`src/rtl/vec_lane_pkg.sv`:
```
// Package shared by the lane loader and its fan-out.
// Holds the loader state enum and the helper that sizes the lane index.
package vec_lane_pkg;

    // LOAD collects serial samples; SCAN sweeps the lane index.
    typedef enum logic {
        StLoad = 1'b0,
        StScan = 1'b1
    } state_e;

    // Width of a lane index for n lanes (n is 2..16).
    function automatic int unsigned sel_width(input int unsigned n);
        return $clog2(n);
    endfunction

endpackage

```
`src/rtl/vec_lane_fanout.sv`:
```
// Purely structural fan-out of the single lane register into the three
// shapes the consumer may index. Because all three come from one source
// they cannot diverge.
// Ports:
//   lanes_i     packed lane register, bit i is lane i
//   lane_vec_o  packed copy
//   lane_arr_o  unpacked array of 1-bit vectors
//   lane_bit_o  unpacked array of bits
module vec_lane_fanout #(
    parameter int unsigned NLANES = 4
) (
    input  logic [NLANES-1:0] lanes_i,
    output logic [NLANES-1:0] lane_vec_o,
    output logic [0:0]        lane_arr_o [NLANES],
    output bit                lane_bit_o [NLANES]
);

    assign lane_vec_o = lanes_i;

    for (genvar i = 0; i < NLANES; i++) begin : g_lane
        assign lane_arr_o[i] = lanes_i[i +: 1];
        assign lane_bit_o[i] = lanes_i[i];
    end

endmodule

```
`src/rtl/vec_lane_loader.sv`:
```
// Serial lane loader. Collects NLANES single-bit samples into a lane
// buffer, then sweeps a lane index over the filled buffer with a
// valid/ready handshake. Every output is registered.
// Ports:
//   clk, reset               clock, synchronous active-high reset
//   in_valid_i, in_bit_i     serial sample input
//   in_ready_o               loader accepts a sample this cycle
//   flush_i                  synchronous abort of the current load/sweep
//   lane_vec_o/arr_o/bit_o   lane buffer in three equivalent shapes
//   sel_o, sel_valid_o       lane index offered to the consumer
//   sel_ready_i              consumer took sel_o this cycle
//   sweep_done_o             one-cycle pulse after the last index is taken
module vec_lane_loader
    import vec_lane_pkg::*;
#(
    parameter int unsigned NLANES = 4,
    localparam int unsigned SELW  = sel_width(NLANES)
) (
    input  logic              clk,
    input  logic              reset,
    input  logic              in_valid_i,
    input  logic              in_bit_i,
    output logic              in_ready_o,
    input  logic              flush_i,
    output logic [NLANES-1:0] lane_vec_o,
    output logic [0:0]        lane_arr_o [NLANES],
    output bit                lane_bit_o [NLANES],
    output logic [SELW-1:0]   sel_o,
    output logic              sel_valid_o,
    input  logic              sel_ready_i,
    output logic              sweep_done_o
);

    // End-of-range index; compared explicitly so non-power-of-2 lane
    // counts never rely on wrap-around.
    localparam logic [SELW-1:0] LastIdx = SELW'(NLANES - 1);

    state_e            state_q;
    logic [SELW-1:0]   count_q;
    logic [SELW-1:0]   sel_q;
    logic              sel_valid_q;
    logic              in_ready_q;
    logic              sweep_done_q;
    logic [NLANES-1:0] lanes_q;

    always_ff @(posedge clk) begin
        sweep_done_q <= 1'b0;
        if (reset || flush_i) begin
            // flush shares the reset effect; a sample offered alongside it is dropped
            state_q     <= StLoad;
            count_q     <= '0;
            sel_q       <= '0;
            sel_valid_q <= 1'b0;
            in_ready_q  <= 1'b1;
            lanes_q     <= '0;
        end else begin
            unique case (state_q)
                StLoad: begin
                    if (in_valid_i && in_ready_q) begin
                        lanes_q[count_q] <= in_bit_i;
                        if (count_q == LastIdx) begin
                            state_q     <= StScan;
                            count_q     <= '0;
                            sel_q       <= '0;
                            sel_valid_q <= 1'b1;
                            in_ready_q  <= 1'b0;
                        end else begin
                            count_q <= count_q + 1'b1;
                        end
                    end
                end
                StScan: begin
                    if (sel_valid_q && sel_ready_i) begin
                        if (sel_q == LastIdx) begin
                            state_q      <= StLoad;
                            sel_q        <= '0;
                            sel_valid_q  <= 1'b0;
                            in_ready_q   <= 1'b1;
                            sweep_done_q <= 1'b1;
                        end else begin
                            sel_q <= sel_q + 1'b1;
                        end
                    end
                end
                default: state_q <= StLoad;
            endcase
        end
    end

    assign in_ready_o   = in_ready_q;
    assign sel_o        = sel_q;
    assign sel_valid_o  = sel_valid_q;
    assign sweep_done_o = sweep_done_q;

    vec_lane_fanout #(
        .NLANES (NLANES)
    ) u_fanout (
        .lanes_i    (lanes_q),
        .lane_vec_o (lane_vec_o),
        .lane_arr_o (lane_arr_o),
        .lane_bit_o (lane_bit_o)
    );

endmodule

```
`config.mk`:
```
export PLATFORM = sky130hd
export DESIGN_NAME = vec_lane_loader
export DESIGN_NICKNAME = d
export VERILOG_FILES = /design/src/rtl/vec_lane_pkg.sv /design/src/rtl/vec_lane_fanout.sv /design/src/rtl/vec_lane_loader.sv
export SDC_FILE = /design/constraint.sdc
export NUM_CORES = 1
export LEC_CHECK = 0
export ABC_AREA = 1
export BUFFER_PORTS_ARGS = -buffer_cell sky130_fd_sc_hd__buf_2
export CAP_MARGIN = 20
export CORE_AREA = 5 5 42 44
export CTS_BUF_LIST = sky130_fd_sc_hd__clkbuf_8
export CTS_CLUSTER_DIAMETER = 60
export DETAILED_ROUTE_END_ITERATION = 6
export DIE_AREA = 0 0 47 49
export GPL_TIMING_DRIVEN = 1
export PLACE_DENSITY = 0.79
export SLEW_MARGIN = 20
export SYNTH_ARGS = -nofsm -noshare
export SYNTH_HDL_FRONTEND = slang
export SYNTH_SLANG_ARGS = --single-unit
```
`constraint.sdc`:
```
create_clock -name clk -period 3.3 [get_ports clk]
set_clock_uncertainty 0.05 [all_clocks]
set_input_delay 0.33 -clock clk [delete_from_list [all_inputs] [get_ports clk]]
set_output_delay 0.33 -clock clk [all_outputs]
set_load 0.02 [all_outputs]
```
; ---- Yosys cells after proc, flatten, opt, wreduce, memory -nomap -nowiden
; Index checks and enable logic that the tools add are counted.
[totals]
register_bits = 12
input_bits = 6
output_inout_bits = 17
[op_classes]
add_sub_neg = 2
n_lt_le_gt_ge = 2
eq_ne = 6
n_mux = 25
bitwise_logic = 2
reduce_logical = 8
[ops]
columns = operator, count
row1 = $mux W1, 14
row2 = $mux W2, 5
row3 = $pmux W1 S2, 3
row4 = $add A2 B1 Y2 const B, 2
row5 = $bwmux W4, 1
row6 = $eq A2 B2 Y1 const B, 2
row7 = $ne A2 B1 Y1 const B, 2
row8 = $ne A2 B2 Y1 const B, 2
row9 = $pmux W2 S2, 1
row10 = $reduce_and A4 Y1, 1
row11 = $logic_and A1 B1 Y1, 3
row12 = $lt A2 B3 Y1 const B, 1
row13 = $reduce_and A3 Y1, 1
row14 = $reduce_or A3 Y1, 1
row15 = $demux W1 S2, 1
row16 = $ge A2 B1 Y1 const B, 1
row17 = $not A1 Y1, 2
row18 = $reduce_and A2 Y1, 1
row19 = $logic_or A1 B1 Y1, 1

; ---- Depth between registers and ports, before layout
; Gate-level depths: netlist of the first run.
[depth]
depth_word = 5
depth_mapped = 6
ltp_nobuf = 6

; ---- Modules after synthesis
; From an unflattened synthesis of the first run, not the netlist that was laid out.
[hier_totals]
hier_cells = 86
hier_area_um2 = 661.9
[modules_own_cells]
columns = mod, n_inst, cells_per_inst, area_each_um2, seq_area_each_um2
row1 = vec_lane_loader, 1, 74, 571.8, 240.2
row2 = vec_lane_fanout, 1, 12, 90.1, 0.0

; ---- Worst setup path before layout of the first run
; No wires, ideal clock.
[synth_path]
path_kind = reg-to-reg
from = reg sel_q[0] (netlist: sel_o[0])
to = reg in_ready_q (netlist: in_ready_o)
setup_ps = 131
arrival_time_ps = 1001
t_required_ps = 3119
slack_ps = 2118
path_stages_with_launch = 7
n_path_buf = 0
period_less_slack_ps = 1182
path_cell_list = dfxtp_1 > ha_1 > nand3_1 > nand2_1 > nand2_1 > nand2_1 > nand3_1
[synth_via]
elab_chain_len = 3
[synth_rtl]
columns = element, line
row1 = start: declaration, vec_lane_loader.sv:40  ; logic [SELW-1:0] sel_q;
row2 = start signal: assignment, vec_lane_loader.sv:81  ; sel_q <= sel_q + 1'b1;
row3 = $eq A2 B2 Y1, vec_lane_loader.sv:74  ; if (sel_q == LastIdx) begin
row4 = $ne A2 B1 Y1 (no source line), --
row5 = $reduce_and A4 Y1 (no source line), --
row6 = end signal: assignment, vec_lane_loader.sv:54  ; in_ready_q <= 1'b1;
row7 = end signal: assignment, vec_lane_loader.sv:66  ; in_ready_q <= 1'b0;
row8 = end signal: assignment, vec_lane_loader.sv:78  ; in_ready_q <= 1'b1;
row9 = end: declaration, vec_lane_loader.sv:42  ; logic in_ready_q;
; No other way between the ends.
; A chain may end at the register's enable or synchronous reset.

; ---- Worst setup path after layout of the first run
[layout_path]
from = reg in_ready_q (netlist: in_ready_o)
to = out in_ready_o
[layout_rtl]
columns = element, line
row1 = end: declaration, vec_lane_loader.sv:23  ; output logic in_ready_o,
; No word-level cell between the ends.

==> flow_metrics.tcl, run 1 <==
set metrics [dict create \
    initial_core_util_pct 45.1 \
    clock.fmax_mhz 786 \
    clk_pin_slew_worst_paths_ns 0.05 \
    grtUsageTotal_pct 11.8 \
    final_cell_mix "buf_2 (22), nand2_1 (19), dfxtp_1 (12), nand3_1 (10), a21oi_1 (10)" \
    tightestPinTransition_ns 0.322 \
    crit_family "flip-flops" \
    period_needed_ns 1.27 \
    holdPathStages 3 \
    die_x_um 47 \
    critPathKind "flop to output pin" \
    worst_skew_pair.late_latency_ns 0.24 \
    multi_input_area_um2 309 \
    core_region_area_mm2 0.00140 \
    htree_levels 1 \
    critPathBufInv 1 \
    cap_violations 0 \
    hold_viol 0 \
    layout_commonest_cell "buf_2" \
    cts_made_buffers 3 \
    ant_nets 0 \
    power_switching_mw 0.0671 \
    ys.warnings.count 0 \
    crit_fanout 6 \
    cp.depth 1 \
    syn_inst 82 \
    startpoint_type "flop" \
    synth_nets 94 \
    cp-end-kind "output pin" \
    dieHeight_um 49 \
    rrSetupSlack_ns 2.11 \
    vias 577 \
    clkPwrFrac_pct 43.1 \
    worstPathRequired_ns 2.92 \
    status "complete, no violations" \
    slowest_stage "dfxtp_1" \
    grt_pass1_vias 479 \
    drt-pass1-iter-count 4 \
    hp-class "input port to flop" \
    seq_area_frac_synth_pct 38.0 \
    dp_hpwl_um 977 \
    tns_ns 0 \
    dpl_cell_area_um2 702 \
    final-seq-area_um2 240 \
    grt_pass1_wl_mm 2.01 \
    cellPowerDensity_mw_per_mm2 407 \
    yosysUniqueCellTypes 13 \
    cts_tree "done" \
    vdd_ir_drop_max_v 0.000254 \
    instances_no_fill 115 \
    insertedDiodeCount 0 \
    worstPathArrival_ns 0.89 \
    post-route-period-util_pct 38.5 \
    power_leakage_nw 0.362 \
    setup_violations 0 \
    final_area_um2 743 \
    viasPerCell 5.02 \
    nets 113 \
    ctsResizeCount 0 \
    synth.cell_area_um2 632 \
    pwr-share-seq_pct 49.3 \
    wl_mm 1.26 \
    synth_area_per_cell_um2 7.71 \
    switching_share_pct 22.1 \
    hold_end "in_ready_o" \
    cts_sinks 12 \
    slew_headroom_pct 78.5 \
    post-cts-setup-buffers 0 \
    hp-start "reset" \
    cts-root-buf "clkbuf_8" \
    reg2reg_depth 4 \
    route.detailed.drc 0 \
    die-area_mm2 0.00230 \
    antenna_found_initial 0 \
    r2r_end "count_q[1]" \
    ioPinCount 23 \
    rsz0062_at_grt "no" \
    timing.rr.start "count_q[0]" \
    gp_congestion 0.852 \
    layout-drive-gt1-share_pct 28.3 \
    cpPeakStageDelay_ns 0.44 \
    holdBufCountCts 0 \
    drv_slew 0 \
    fillCellCount 148 \
    hold_ws_ns 0.319 \
    grt_max_degree 9 \
    clock_path_buffers 2 \
    grt_overflow 0 \
    combPwrFrac_pct 7.6 \
    area_growth_pct 17.6 \
    dp.cells 112 \
    p_int_mw 0.236 \
    portBuffers 22 \
    wire_per_inst_um 11.0 \
    crit_chain "buf_2" \
    fp-row-count 14 \
    drt_iter0_drc 10 \
    ys_ff_latch 12 \
]
## metal layers
layer  vias up  wire [um]  GRT usage, %
met2        26        578          17.0
met4         0         23          6.91
li1        298          -             -
met3         3        117          3.69
met1       250        540          14.9
met5         -          0             0
## power groups by stage
stage	registers, mW	logic (mW)	clock network, mW
4_1_cts	0.149	0.0232	0.132
2_1_floorplan	0.153	0.0150	0
3_5_place_dp	0.152	0.0232	0
3_3_place_gp	0.152	0.0224	0
5_1_grt	0.149	0.0257	0.141
6_report	0.149	0.0230	0.131
## state kept, by name, indices dropped and copies added, names as in the netlist
name and cells:
count_q 2, in_ready_o 1, lanes_q 4, sel_o 2
sel_valid_o 1, state_q 1, sweep_done_o 1
## synth_stat cells, drive strengths merged
library cell	n	share of area [%]
o21ai	2	1.6
dfxtp	12	38
a21oi	10	7.9
nand3	11	9.5
inv	6	3.6
ha	6	12
nand2	20	12
nand4	1	0.99
buf	8	9.5
nor2	6	4.8
## final cells by class
class / count / area share [%]
clock buffer: 3 / 5.56
tap: 16 / 2.69
inverter: 6 / 3.03
multi-input combinational: 56 / 41.6
timing repair buffer: 22 / 14.8
sequential: 12 / 32.3
## per-stage QoR
stage / worst slack, ns / total power [mW] / utilization (%)
floorplan: 2.12 / 0.168 / -
global placement: 2.13 / 0.174 / 50.1
detailed placement: 2.11 / 0.175 / 50.1
CTS: 2.03 / 0.304 / 53.0
global route: 2.00 / 0.315 / 53.0
finish: 2.03 / 0.303 / 53.0
## worst max path at each step
stage / from / endpoint / slack [ns]
after floorplan: sel_o[0] / in_ready_o / 2.12
after global routing: in_ready_o / in_ready_o / 2.00
final: in_ready_o / in_ready_o / 2.03
after detailed placement: count_q[0] / count_q[1] / 2.11
after global placement: count_q[0] / count_q[1] / 2.13
after CTS: in_ready_o / in_ready_o / 2.03
## logic make-up (layout without fill, tap and decap cells)
group,count (synthesis),after routing,share of synthesized area [%]
simple gates,38,38,27.5
buf+inv,14,31,13.1
compound gates,12,12,9.51
flops,12,12,38.0
fa+ha+maj,6,6,11.9
(Power assumes the default switching activity.)
==> run 2, diff against run 1 <==
clock period = 1.3 ns   (was 3.3 ns; I/O delays follow)
==> run 2 against run 1 <==
Compared with the run above:
- global-route usage is 0.14 points higher
- via count is 1.6% lower
- largest power group is now the clock network
- highest routed layer unchanged
- critical path depth is 3 higher
==> flow_metrics.tcl, run 2 (synthesized netlist as in run 1, its figures left out) <==
set metrics [dict create \
    status "complete, no violations" \
    grt_max_degree 9 \
    drt-pass1-iter-count 4 \
    final-seq-area_um2 240 \
    drt_iter0_drc 7 \
    wire_per_inst_um 10.6 \
    tightestPinTransition_ns 0.271 \
    hold_viol 0 \
    final_cell_mix "buf_2 (22), nand2_1 (19), dfxtp_1 (12), nand3_1 (10), a21oi_1 (10)" \
    grt_pass1_wl_mm 1.97 \
    slew_headroom_pct 81.9 \
    drv_slew 0 \
    largest_register_ffs 4 \
    antenna_found_initial 0 \
    nets 114 \
    hp-class "input port to flop" \
    holdBufCountCts 0 \
    power_leakage_nw 0.375 \
    multi_input_area_um2 309 \
    worst_skew_pair.late_latency_ns 0.24 \
    ctsResizeCount 0 \
    clock_path_buffers 2 \
    cellPowerDensity_mw_per_mm2 1110 \
    rrSetupSlack_ns 0.14 \
    core_region_area_mm2 0.00140 \
    max_flop_register "lanes_q" \
    vias 568 \
    post-cts-setup-buffers 0 \
    tns_ns 0 \
    clk_pin_slew_worst_paths_ns 0.06 \
    grtUsageTotal_pct 11.9 \
    viasPerCell 4.85 \
    grt_overflow 0 \
    post-route-period-util_pct 89.2 \
    initial_core_util_pct 45.1 \
    slowest_stage "dfxtp_1" \
    fp-row-count 14 \
    rsz0062_at_grt "no" \
    fillCellCount 148 \
    timing.final.ws_setup_ns 0.141 \
    wl_mm 1.24 \
    insertedDiodeCount 0 \
    cts_tree "done" \
    post-place-ws_ns 0.138 \
    vdd_ir_drop_max_v 0.000746 \
    cap_violations 0 \
    layout_commonest_cell "buf_2" \
    die_x_um 47 \
    crit_fanout 5 \
    dp_hpwl_um 958 \
    grt_pass1_vias 472 \
    portBuffers 22 \
    critPathKind "flop to flop" \
    worstPathRequired_ns 1.38 \
    cp-end-kind "flop" \
    period_needed_ns 1.16 \
    cpPeakStageDelay_ns 0.39 \
    layout-drive-gt1-share_pct 29.7 \
    setup_violations 0 \
    htree_levels 1 \
    ant_nets 0 \
    cts_sinks 12 \
    crit_chain "inv_1, ha_1, o21ai_0, a21oi_1" \
    worstPathArrival_ns 1.24 \
    clock.fmax_mhz 863 \
    route.detailed.drc 0 \
    die-area_mm2 0.00230 \
    cts-root-buf "clkbuf_8" \
    gp_congestion 0.762 \
    cts_made_buffers 3 \
    totalPowerFinal_mw 0.849 \
    dieHeight_um 49 \
    area_growth_pct 21.0 \
    startpoint_type "flop" \
    ioPinCount 23 \
]
## run 2: cell types whose count changed in the layout (fill, tap and decap cells not counted), sizes merged
cell    before  now
buf         22   23
clkbuf       3    4
## run 2: per-stage QoR
| stage | hold slack, ns | area (um^2) | cells | util [%] |
|---|---|---|---|---|
| final | 0.144 | 764 | 117 | 54.6 |
| after global routing | 0.153 | 764 | 117 | 54.6 |
| after CTS | 0.136 | 764 | 117 | 54.6 |
| after detailed placement | 0.394 | 709 | 113 | 50.6 |
| after global placement | 0.392 | 709 | 113 | 50.6 |
| after floorplan | 0.239 | 632 | 82 | - |
## run 2: critical path, delay by kind of cell (launching register included)
family | cells | cell delay, ns
buffers and inverters | 1 | 0.10
adder cells (fa/ha/maj) | 1 | 0.29
flip-flops | 1 | 0.39
AO/OA/AOI/OAI | 2 | 0.21
## run 2: layout make-up
| class | instances | area share [%] |
|---|---|---|
| clock buffers | 4 | 7.20 |
| inverters | 6 | 2.95 |
| multi-input cells | 56 | 40.4 |
| flip-flops and latches | 12 | 31.4 |
| well taps | 16 | 2.62 |
| repair buffers | 23 | 15.4 |
## run 2: final timing paths
check / from / to / cells past startpoint
worst max register to register: count_q[0] / count_q[1] / 4
worst min-delay path: in_bit_i / lanes_q[1] / 3
worst max-delay path: count_q[0] / count_q[1] / 4
worst min register to register: lanes_q[3] / lanes_q[3] / 2
## run 2: routing by layer
| layer | track usage (%) | wire (um) | vias up |
|---|---|---|---|
| met5 | 0 | 0 | - |
| met4 | 6.91 | 34 | 0 |
| met3 | 4.80 | 99 | 4 |
| met2 | 18.1 | 595 | 13 |
| met1 | 13.6 | 513 | 253 |
| li1 | - | - | 298 |
## run 2: report_power, final
part / internal, mW / switching [mW]
logic: 0.0233 / 0.0371
clock network: 0.268 / 0.143
registers: 0.373 / 0.00507
total: 0.664 / 0.186
==> run 3, diff against run 2 <==
CORE_AREA = not set   (was 5 5 42 44)
CORE_MARGIN = 5   (was not set)
CORE_UTILIZATION = 50   (was not set)
DIE_AREA = not set   (was 0 0 47 49)
HOLD_SLACK_MARGIN = 0.15   (was not set)
PLACE_DENSITY = 0.82   (was 0.79)
SYNTH_HIERARCHICAL = 1   (was not set)
==> run 3 against run 2 <==
Compared with the run above:
- sequential share of layout area fell by 0.95 points
- critical endpoint unchanged
- critical path type unchanged
- worst hold slack improved by 0.027 ns
- global-route usage rose by 1.3 points
- final area rose by 3.1%
- total power fell by 0.12%
==> flow_metrics.tcl, run 3 <==
set metrics [dict create \
    cp-end-kind "flop" \
    worst_skew_pair.late_latency_ns 0.24 \
    ys_ff_latch 12 \
    syn_inst 86 \
    cap_violations 0 \
    synthArstFlopShare_pct 0 \
    seq_area_frac_synth_pct 36.3 \
    synth_nets 98 \
    vias 568 \
    worstPathRequired_ns 1.38 \
    layout_commonest_cell "buf_2" \
    ant_nets 0 \
    dp.cells 111 \
    antenna_found_initial 0 \
    top_layer "met4" \
    portBuffers 22 \
    largest_register_ffs 4 \
    startpoint_type "flop" \
    nets 116 \
    synth_fa_ha_area_share_pct 11.3 \
    tns_ns 0 \
    instances_no_fill 118 \
    final_util_pct 62.1 \
    fp-row-count 13 \
    initial_core_util_pct 52.2 \
    wl_met2_um 572 \
    post-route-period-util_pct 89.3 \
    ys_top_cells_by_area "dfxtp_1 (36%), buf_4 (14%), ha_1 (11%)" \
    cts_made_buffers 3 \
    dpl_cell_area_um2 701 \
    holdPathStages 3 \
    crit_fanout 5 \
    tightestPinTransition_ns 0.286 \
    hold_end "count_q[1]" \
    rsz0062_at_grt "no" \
    synth_area_per_cell_um2 7.70 \
    synth.cell_area_um2 662 \
    reg2reg_depth 4 \
    gp_congestion 0.756 \
    drt-pass1-iter-count 4 \
    ioPinCount 23 \
    grt_pass1_wl_mm 2.01 \
    yosys_most_used_dff "dfxtp_1" \
    met3_wirelength_um 85 \
    status "complete, no violations" \
    clock.fmax_mhz 862 \
    grt_max_degree 9 \
    clk_pin_slew_worst_paths_ns 0.06 \
    synth_mux_area_share_pct 0 \
    power_leakage_nw 0.382 \
    hold_viol 0 \
    hp-class "input port to flop" \
    synth_compound_area_share_pct 9.07 \
    drv_slew 0 \
    fillCellCount 114 \
    synth_top_family_by_area "simple AND/OR/NAND/NOR gates" \
    rrSetupSlack_ns 0.14 \
    ys.warnings.count 6 \
    cts_tree "done" \
    area_growth_pct 19.1 \
    slew_headroom_pct 80.9 \
    synth_top_area_share_pct 36.3 \
    synth_most_common_cell "nand2_1" \
    wire_per_inst_um 10.6 \
    synth_edf_count 0 \
    critPathKind "flop to flop" \
    synthXorXnorAreaFrac_pct 0 \
    worstPathArrival_ns 1.24 \
    yosysUniqueCellTypes 13 \
    grt_pass1_vias 494 \
    final_area_um2 788 \
    dieHeight_um 46.4 \
    grt_overflow 0 \
    timing.rr.start "count_q[0]" \
    layout-drive-gt1-share_pct 30.1 \
    route.detailed.drc 0 \
    dp_hpwl_um 925 \
    grtUsageTotal_pct 13.3 \
    yosys.area_share.simple_pct 26.3 \
    core_region_area_mm2 0.00127 \
    insertedDiodeCount 0 \
    hp-start "in_valid_i" \
    max_flop_register "lanes_q" \
    final_cell_mix "buf_2 (22), nand2_1 (19), dfxtp_1 (12), nand3_1 (10), a21oi_1 (10)" \
    wl_mm 1.26 \
    drt_iter0_drc 8 \
    timing.final.ws_setup_ns 0.139 \
    die_x_um 46.4 \
    cellPowerDensity_mw_per_mm2 1080 \
    synth_top_cell_by_area "dfxtp_1" \
    vdd_ir_drop_max_v 0.000580 \
    period_needed_ns 1.16 \
    wl_met1_um 573 \
    die-area_mm2 0.00215 \
    viasPerCell 4.81 \
    htree_levels 1 \
    netlist_top_cells_count "nand2_1 (19), buf_4 (12), dfxtp_1 (12)" \
    cts-root-buf "clkbuf_8" \
    setup_violations 0 \
    clock_path_buffers 2 \
    r2r_end "count_q[1]" \
    cts_sinks 12 \
    post-place-ws_ns 0.127 \
    hold_ws_ns 0.171 \
    totalPowerFinal_mw 0.848 \
]
[run 3: changes by cell type after synthesis]
| cell | delta |
|---|---|
| buf_4 | +4 |
[run 3: worst max path at each step]
stage,start,endpoint,slack [ns],cells past startpoint
after global routing,in_ready_o,lanes_q[3],0.04,5
after global placement,count_q[0],count_q[1],0.18,4
after CTS,reset,lanes_q[3],0.01,5
after floorplan,sel_o[0],in_ready_o,0.12,6
final,count_q[0],count_q[1],0.14,4
after detailed placement,count_q[0],count_q[1],0.13,4
[run 3: routing by layer]
metal | vias up | global-route usage, %
met5 | - | 0
met4 | 0 | 8.52
met3 | 4 | 2.34
met2 | 16 | 20.3
met1 | 245 | 16.8
li1 | 303 | -
[run 3: cell type report]
cell class / count / area (um^2) / share of cell area [%]
clock buffer: 4 / 55.1 / 6.98
multi-input combinational: 56 / 312 / 39.5
sequential: 12 / 240 / 30.5
inverter: 6 / 22.5 / 2.86
tap: 15 / 18.8 / 2.38
timing repair buffer: 25 / 140 / 17.8
[run 3: power breakdown]
part           internal, mW  total [mW]  switching (mW)
Sequential            0.373       0.378         0.00511
Clock                 0.267       0.404           0.136
Combinational        0.0279      0.0668          0.0390
Total                 0.668       0.848           0.180
[run 3: cells by family after synthesis]
logic type	count (synthesis)
adders and majority gates	6
and+or+nand+nor	38
DFF	12
AOI/OAI and AO/OA	12
buffers and inverters	18
[run 3: critical path, stage by stage, from the launching register on]
cell and delay [ns]:
dfxtp_1 0.40, inv_1 0.11, ha_1 0.29, o21ai_0 0.16, a21oi_1 0.05
[run 3: timing repair]
| item | in CTS | in global routing |
|---|---|---|
| endpoints found under the setup margin | 0 | 8 |
| setup buffers | 0 | 0 |
| hold buffers | 2 | 1 |
| resized for setup | 0 | 2 |
| endpoints found under the hold margin | 5 | 2 |
